**src/rtl/i2c_reg_master.sv**
```systemverilog
// i2c_reg_master: single-master I2C write engine.
// Sends {addr,W}, register index and data byte as one open-drain transaction.
module i2c_reg_master #(
  parameter logic [6:0] SLAVE_ADDR  = 7'h2A,
  parameter int         REGBITS     = 3,
  parameter int         QDIV        = 5,
  parameter int         STRETCH_MAX = 1000
) (
  input  logic               clk1d,
  input  logic               rst,
  input  logic               cmd_valid,
  output logic               cmd_ready,
  input  logic [REGBITS-1:0] cmd_reg,
  input  logic [7:0]         cmd_data,
  output logic               busy,
  output logic               done,
  output logic               nack,
  output logic               timeout,
  output logic               scl_oe,
  input  logic               scl_in,
  output logic               sda_oe,
  input  logic               sda_in
);
  localparam int QW = (QDIV > 1) ? $clog2(QDIV) : 1;
  localparam int SW = $clog2(STRETCH_MAX + 1);

  typedef enum logic [1:0] {
    S_IDLE, S_START, S_BIT, S_STOP
  } state_t;

  state_t          r_st;
  logic [QW-1:0]   r_qcnt;
  logic [1:0]      r_q;
  logic [4:0]      r_bit;
  logic [26:0]     r_sh;
  logic [SW-1:0]   r_str;
  logic            r_nk;

  logic w_qend;
  logic w_wait;
  logic w_hold;
  logic w_tick;
  logic w_abort;
  logic w_ackb;

  assign w_qend  = (r_qcnt == QW'(QDIV - 1));
  // SCL released by us but still low: slave is stretching
  assign w_wait  = ((r_st == S_BIT) && (r_q == 2'd2)) ||
                   ((r_st == S_STOP) && (r_q == 2'd1));
  assign w_hold  = w_wait && !scl_in;
  assign w_tick  = w_qend && !w_hold;
  assign w_abort = w_hold && (r_str == SW'(STRETCH_MAX - 1));
  assign w_ackb  = (r_bit == 5'd8) || (r_bit == 5'd17) ||
                   (r_bit == 5'd26);

  always_ff @(posedge clk1d or posedge rst) begin
    if (rst) begin
      r_st      <= S_IDLE;
      r_qcnt    <= '0;
      r_q       <= 2'd0;
      r_bit     <= 5'd0;
      r_sh      <= '0;
      r_str     <= '0;
      r_nk      <= 1'b0;
      cmd_ready <= 1'b1;
      busy      <= 1'b0;
      done      <= 1'b0;
      nack      <= 1'b0;
      timeout   <= 1'b0;
      scl_oe    <= 1'b0;
      sda_oe    <= 1'b0;
    end else begin
      done    <= 1'b0;
      nack    <= 1'b0;
      timeout <= 1'b0;
      r_str   <= w_hold ? r_str + 1'b1 : '0;
      if (!w_hold) r_qcnt <= w_qend ? '0 : r_qcnt + 1'b1;
      unique case (r_st)
        S_IDLE: begin
          if (cmd_valid) begin
            r_st      <= S_START;
            r_q       <= 2'd0;
            r_qcnt    <= '0;
            r_bit     <= 5'd0;
            r_nk      <= 1'b0;
            r_sh      <= {SLAVE_ADDR, 1'b0, 1'b1, 8'(cmd_reg),
                          1'b1, cmd_data, 1'b1};
            cmd_ready <= 1'b0;
            busy      <= 1'b1;
            scl_oe    <= 1'b0;
            sda_oe    <= 1'b1;
          end
        end
        S_START: begin
          if (w_tick) begin
            if (r_q == 2'd0) begin
              r_q <= 2'd1;
            end else begin
              r_st   <= S_BIT;
              r_q    <= 2'd0;
              scl_oe <= 1'b1;
              sda_oe <= ~r_sh[26];
            end
          end
        end
        S_BIT, S_STOP: begin
          if (w_abort) begin
            r_st      <= S_IDLE;
            scl_oe    <= 1'b0;
            sda_oe    <= 1'b0;
            done      <= 1'b1;
            nack      <= 1'b1;
            timeout   <= 1'b1;
            busy      <= 1'b0;
            cmd_ready <= 1'b1;
          end else if (w_tick && r_st == S_BIT) begin
            r_q <= r_q + 2'd1;
            if (r_q == 2'd1) scl_oe <= 1'b0;
            if (r_q == 2'd2 && w_ackb && sda_in) r_nk <= 1'b1;
            if (r_q == 2'd3) begin
              scl_oe <= 1'b1;
              // a missing ACK skips the remaining bytes
              if ((w_ackb && r_nk) || r_bit == 5'd26) begin
                r_st   <= S_STOP;
                r_q    <= 2'd0;
                sda_oe <= 1'b1;
              end else begin
                r_bit  <= r_bit + 5'd1;
                r_sh   <= r_sh << 1;
                sda_oe <= ~r_sh[25];
              end
            end
          end else if (w_tick) begin
            if (r_q == 2'd0) begin
              r_q    <= 2'd1;
              scl_oe <= 1'b0;
            end else if (r_q == 2'd1) begin
              r_q    <= 2'd2;
              sda_oe <= 1'b0;
            end else begin
              r_st      <= S_IDLE;
              r_q       <= 2'd0;
              done      <= 1'b1;
              nack      <= r_nk;
              busy      <= 1'b0;
              cmd_ready <= 1'b1;
            end
          end
        end
        default: r_st <= S_IDLE;
      endcase
    end
  end
endmodule

```
**config.mk**
```make
export PLATFORM = sky130hd
export DESIGN_NAME = i2c_reg_master
export DESIGN_NICKNAME = d
export VERILOG_FILES = /design/src/rtl/i2c_reg_master.sv
export SDC_FILE = /design/constraint.sdc
export NUM_CORES = 1
export LEC_CHECK = 0
export ABC_AREA = 1
export BUFFER_PORTS_ARGS = -buffer_cell sky130_fd_sc_hd__buf_2
export CAP_MARGIN = 20
export CORE_MARGIN = 2
export CORE_UTILIZATION = 50
export DETAILED_ROUTE_END_ITERATION = 8
export GPL_ROUTABILITY_DRIVEN = 0
export MAX_ROUTING_LAYER = met4
export PLACE_DENSITY = 0.66
export SLEW_MARGIN = 20
export SYNTH_ARGS = -nofsm -noshare
export SYNTH_HDL_FRONTEND = slang
export SYNTH_SLANG_ARGS = --single-unit
```
**constraint.sdc**
```tcl
create_clock -name clk1d -period 2.31 [get_ports clk1d]
set_input_delay 0.1155 -clock clk1d [delete_from_list [all_inputs] [get_ports clk1d]]
set_output_delay 0.1155 -clock clk1d [all_outputs]
set_load 0.02 [all_outputs]
```
* Word-level counts from Yosys, hierarchy flattened
Cells that the tools add are included.
Cells by class: bitwise logic cells 2, reduce and logical (&&, ||, !) cells 26, muxes and demuxes 89, equal/unequal tests 32, add/subtract/negate cells 4
Operators by type and width (count):
- 27-bit two-way mux | 5
- 27-bit case mux with 2 select lines | 1
- 1-bit two-way mux | 46
- 2-bit two-way mux | 19
- 4-bit inequality test (second input constant) | 7
- 5-bit two-way mux | 5
- 6-bit AND reduction | 3
- 2-bit inequality test (second input constant) | 8
- 3-bit inequality test (second input constant) | 5
- 3-bit two-way mux | 4
- 2-bit case mux with 3 select lines | 2
- 10-bit by 1-bit adder with 10-bit output (second input constant) | 1
- 10-bit == test (second input constant) | 1
- 5-bit == test (second input constant) | 2
- 10-bit two-way mux | 1
- 5-bit case mux with 2 select lines | 1
- 1-bit logical AND | 9
- 2-bit == test (second input constant) | 4
- 8-bit AND reduction | 1
- 7-bit AND reduction | 1
- 1-bit case mux with 2 select lines | 3
- 1-bit case mux with 3 select lines | 2
- 5-bit by 1-bit adder with 5-bit output (second input constant) | 1
- 5-bit by 4-bit == test with 1-bit output (second input constant) | 1
- 13 further kinds | 20
Storage, ports and cells: register bits 57, output and inout bits 7, word-level logic and storage cells 167, input port bits 16

* Logic depth before layout (Yosys ltp)
depth in word-level cells 10, depth in mapped cells 13, mapped depth without buffers 13

* Worst setup path after synthesis
Ideal clock, no wire load.
kind flip-flop to flip-flop, from register r_q[1], to register r_st[1], required time 2.191 ns, setup time 0.119 ns, setup slack 0.617 ns, period minus slack after synthesis 1.693 ns, cell stages (with the launch flop) 11, path buffers 0, arrival 1.574 ns, cell sequence dfrtp_1 inv_1 ha_1 inv_1 nand2_1 nand3_4 inv_2 nand2_1 a21oi_1 nand3_1 and2_1
On the way: word-level cells in the longest chain between the ends 10, elaborated cells between the ends (all ways) 23, those cells by class eq/ne: 10; mux: 3; reduce/logical: 10
Ends and longest elaborated chain:
- start: declaration | line 33 | logic [1:0] r_q;
- start signal: assignment | line 117 | r_q <= r_q + 2'd1;
- 2-bit == test / 2-bit by 1-bit == test with 1-bit output (equally long branches) | line 48, 49, 137
- 1-bit logical AND, on equally long branches | line 48, 49
- 1-bit logical OR | line 48 | assign w_wait = ((r_st == S_BIT) && (r_q == 2'd2)) ||
- 1-bit logical AND | line 50 | assign w_hold = w_wait && !scl_in;
- 1-bit logical NOT
- 1-bit logical AND | line 51 | assign w_tick = w_qend && !w_hold;
- 1-bit logical AND | line 116 | end else if (w_tick && r_st == S_BIT) begin
- 2-bit two-way mux | line 116
- 2-bit two-way mux | line 107 | if (w_abort) begin
- 2-bit case mux with 3 select lines | line 78 | unique case (r_st)
- end signal: assignment | line 81 | r_st <= S_START;
- end signal: assignment | line 108 | r_st <= S_IDLE;
- end signal: assignment | line 124 | r_st <= S_STOP;
- end: declaration | line 31 | state_t r_st;
Several ways; a longest one is shown, not always the timed one. A chain may end at the register's enable or synchronous reset.

* Final worst setup path
from register r_q[0], to register r_sh[10]
On the way: word-level cells in the longest chain between the ends 9, elaborated cells between the ends (all ways) 15, those cells by class eq/ne: 6; reduce/logical: 9
Ends and longest elaborated chain:
- 2-bit == test / 2-bit by 1-bit == test with 1-bit output (equally long branches) | line 48, 49
- 1-bit logical AND, on equally long branches | line 48, 49
- 1-bit logical OR | line 48
- 1-bit logical AND | line 50
- 1-bit logical NOT
- 1-bit logical AND | line 51
- 1-bit logical AND | line 116
- 2-bit inequality test (no line)
- 6-bit AND reduction (no line) *
- end signal: assignment | line 86 | r_sh <= {SLAVE_ADDR, 1'b0, 1'b1, 8'(cmd_reg),
- end signal: assignment | line 129 | r_sh <= r_sh << 1;
- end: declaration | line 35 | logic [26:0] r_sh;
Every way passes the cells marked *; elsewhere a longest branch is shown, timed or not.

==> run metrics <==
total CTS buffers 9; worst rel slew slack 75.7%; Reg power frac 36.8%; Leak 1.81 nW; Max IR drop VDD 0.647 mV; Root Driver clkbuf_8; Filler Cells Inserted 539; Syn Inst Count 378; largest net degree at the start of global routing 31; Reg2Reg Launch Point r_q[0]; IO Port Bufs 22; RSZ-0062 raised after global routing false; DRC errors left 0; Final ANT Viol Nets 0; core area 5890 um^2; final worst slack 0.293 ns; Syn Area/Cell 8.01 um^2; r2r setup slk 0.29 ns; fin crit period 2.02 ns; largest cells by area after synthesis dfrtp_1 46%, nand2_1 12%, ha_1 5.0%, nor2_1 5.0%, inv_1 4.7%; status finished, final reports clean; Final Hold Vio Count 0; Ys Warns 0; Crit Path Class flip-flop to flip-flop; die area 6690 um^2; Synth Flop Type dfrtp_1; Die Span Y 81.8 um; Area Growth Syn to Fin 14.7%; CP required 2.53 ns; Total GRT Usage 19.9%; initial antenna violation count 0; Int Pwr 0.00258 W; layout cells sized above 1 16.9%; Routed WL 5930 um; hold slack final 0.0460 ns; Post-synth ARST share 100%; clock power share 22.9%; HP Class input port to flip-flop; fmax 0.496 GHz; # diodes 0; clk sink count 57; final worst-path cycle share 87.3%; CP Launch Type flip-flop; register area share after synthesis 47.2%; Vias per Instance 5.07; Synth cell types 30; worst-case reg-to-reg path depth 11; most common cell in the netlist nand2_1; Synth top cells by count 97 x nand2_1, 56 x dfrtp_1, 40 x nor2_1; Die X 81.8 um; DRT iter0 DRCs 89; Row Count 28; Worst Hold Depth 3; Initial Util 51.4%; Via Count 2484; first-pass GRT wire length 9850 um; Hold Startpoint cmd_data[2]; crit path launch r_q[0]; clk_lat worst skew 0.33 ns; minimum setup slack after placement 0.211 ns; Synth Register Bits 57; TritonCTS clock tree yes; reg-to-reg endpoint r_sh[10]; Mapped Nets 406; Max Cap Viol 0; Least-Margin Pin Slew 0.363 ns; Placement Cell Area 3220 um^2; # setup viols final 0; vias in the first global route 2251; Yosys top cell area share 46.3%; Post-synth EDFFs 0; Syn Std Cell Area 3030 um^2; GRT overflow 0; WHS Endpoint r_sh[3]; CTS resizes 0; Yosys top cell by area dfrtp_1; crit path DAT 2.24 ns; skew final 0.00707 ns; Power Dens Cells 1240 nW/um^2; Avg WL per Cell 12.1 um; Setup TNS 0 ns; Combinational Power Share 40.3%; drt first pass iters 4; sw frac 40.0%; NetSw 0.00172 W; nets 438; design area 3470 um^2; Crit Path Max Fanout 13; H-tree Lvls 3; Critical Path Sink Type flip-flop; Final Max Slew Viols 0; CTS max path bufs 2; CTS clk-pin slew, worst paths 0.07 ns; I/O Pins 23; DP Wirelength 4180 um
[worst max-delay path, cell delays in order, from the launching register on]
cell     delay (ns)
dfrtp_1        0.43
inv_1          0.10
ha_1           0.22
inv_1          0.05
nand2_1        0.07
nand3_4        0.15
nand3_4        0.15
nand2_2        0.12
nand3_4        0.17
buf_4          0.23
nor3_1         0.13
nor2_1         0.07
[per-stage QoR]
| stage | total power, W | util, % | std cells |
|---|---|---|---|
| 3_5_place_dp | 0.00331 | 54.8 | 469 |
| 3_3_place_gp | 0.00326 | 54.8 | 469 |
| 5_1_grt | 0.00466 | 59.0 | 490 |
| 4_1_cts | 0.00431 | 58.5 | 486 |
| 6_report | 0.00429 | 59.0 | 490 |
| 2_1_floorplan | 0.00292 | - | 378 |
[registers in the layout (all words and copies together) (netlist names), 2 cells and up]
register / cells
r_bit: 5
r_q: 2
r_qcnt: 3
r_sh: 27
r_st: 2
r_str: 10
[area by class of cell]
| class | instances | area, um^2 | share of cell area (%) |
|---|---|---|---|
| Sequential cell | 57 | 1430 | 41.1 |
| Multi-Input combinational cell | 263 | 1360 | 39.1 |
| Timing Repair Buffer | 34 | 215 | 6.20 |
| Clock buffer | 14 | 173 | 4.97 |
| Inverter | 45 | 169 | 4.86 |
| Tap cell | 75 | 93.8 | 2.70 |
| Clock inverter | 2 | 35.0 | 1.01 |
[cell families after synthesis]
kind of cell	synth area share, %
buffers and inverters	7.94
AND/OR/NAND/NOR	27.5
flip-flops	47.2
multiplexers	1.98
adder cells (fa/ha/maj)	4.96
XOR/XNOR	0.579
AO/OA/AOI/OAI	9.88
[cell usage in the layout, fill, tap and decap left out, types with 5 or more instances in the layout]
cell type,synthesis,final
nand2_1,97,97
dfrtp_1,56,56
nor2_1,40,40
inv_1,38,37
o21ai_1,27,27
nand3_1,23,23
buf_2,9,22
a21oi_1,15,15
ha_1,12,12
clkbuf_8,0,12
o21ai_0,10,10
buf_4,1,10
inv_2,7,8
nand4_1,6,6
mux2i_1,6,6
nor2_2,5,5
[per-layer routing]
layer / share of wire, % / GRT usage (%)
met3: 2.7 / 4.07
met1: 48 / 24.8
met2: 47 / 31.0
met4: 1.9 / 9.50
met5: 0 / -
[how the worst max path moves through the flow]
stage,to,slack (ns),cells after the start
floorplan,r_st[1],0.62,10
global placement,r_st[1],0.26,10
detailed placement,r_sh[10],0.21,12
CTS,r_sh[10],0.20,12
global route,r_sh[10],0.07,11
finish,r_sh[10],0.29,11
[power by group through the flow]
| stage | logic [W] | clock network [W] | registers (W) |
|---|---|---|---|
| 2_1_floorplan | 0.00135 | 0 | 0.00156 |
| 3_3_place_gp | 0.00168 | 0 | 0.00158 |
| 3_5_place_dp | 0.00172 | 0 | 0.00159 |
| 4_1_cts | 0.00173 | 0.00100 | 0.00158 |
| 5_1_grt | 0.00200 | 0.00105 | 0.00162 |
| 6_report | 0.00173 | 0.000983 | 0.00158 |
[repair_timing]
action                     4_1_cts  5_1_grt
setup endpoints to repair        0        1
buffers inserted                 0        4
hold endpoints to repair        15        0
hold buffers                     1        0
Note: power is estimated with default switching activity, not from simulation.
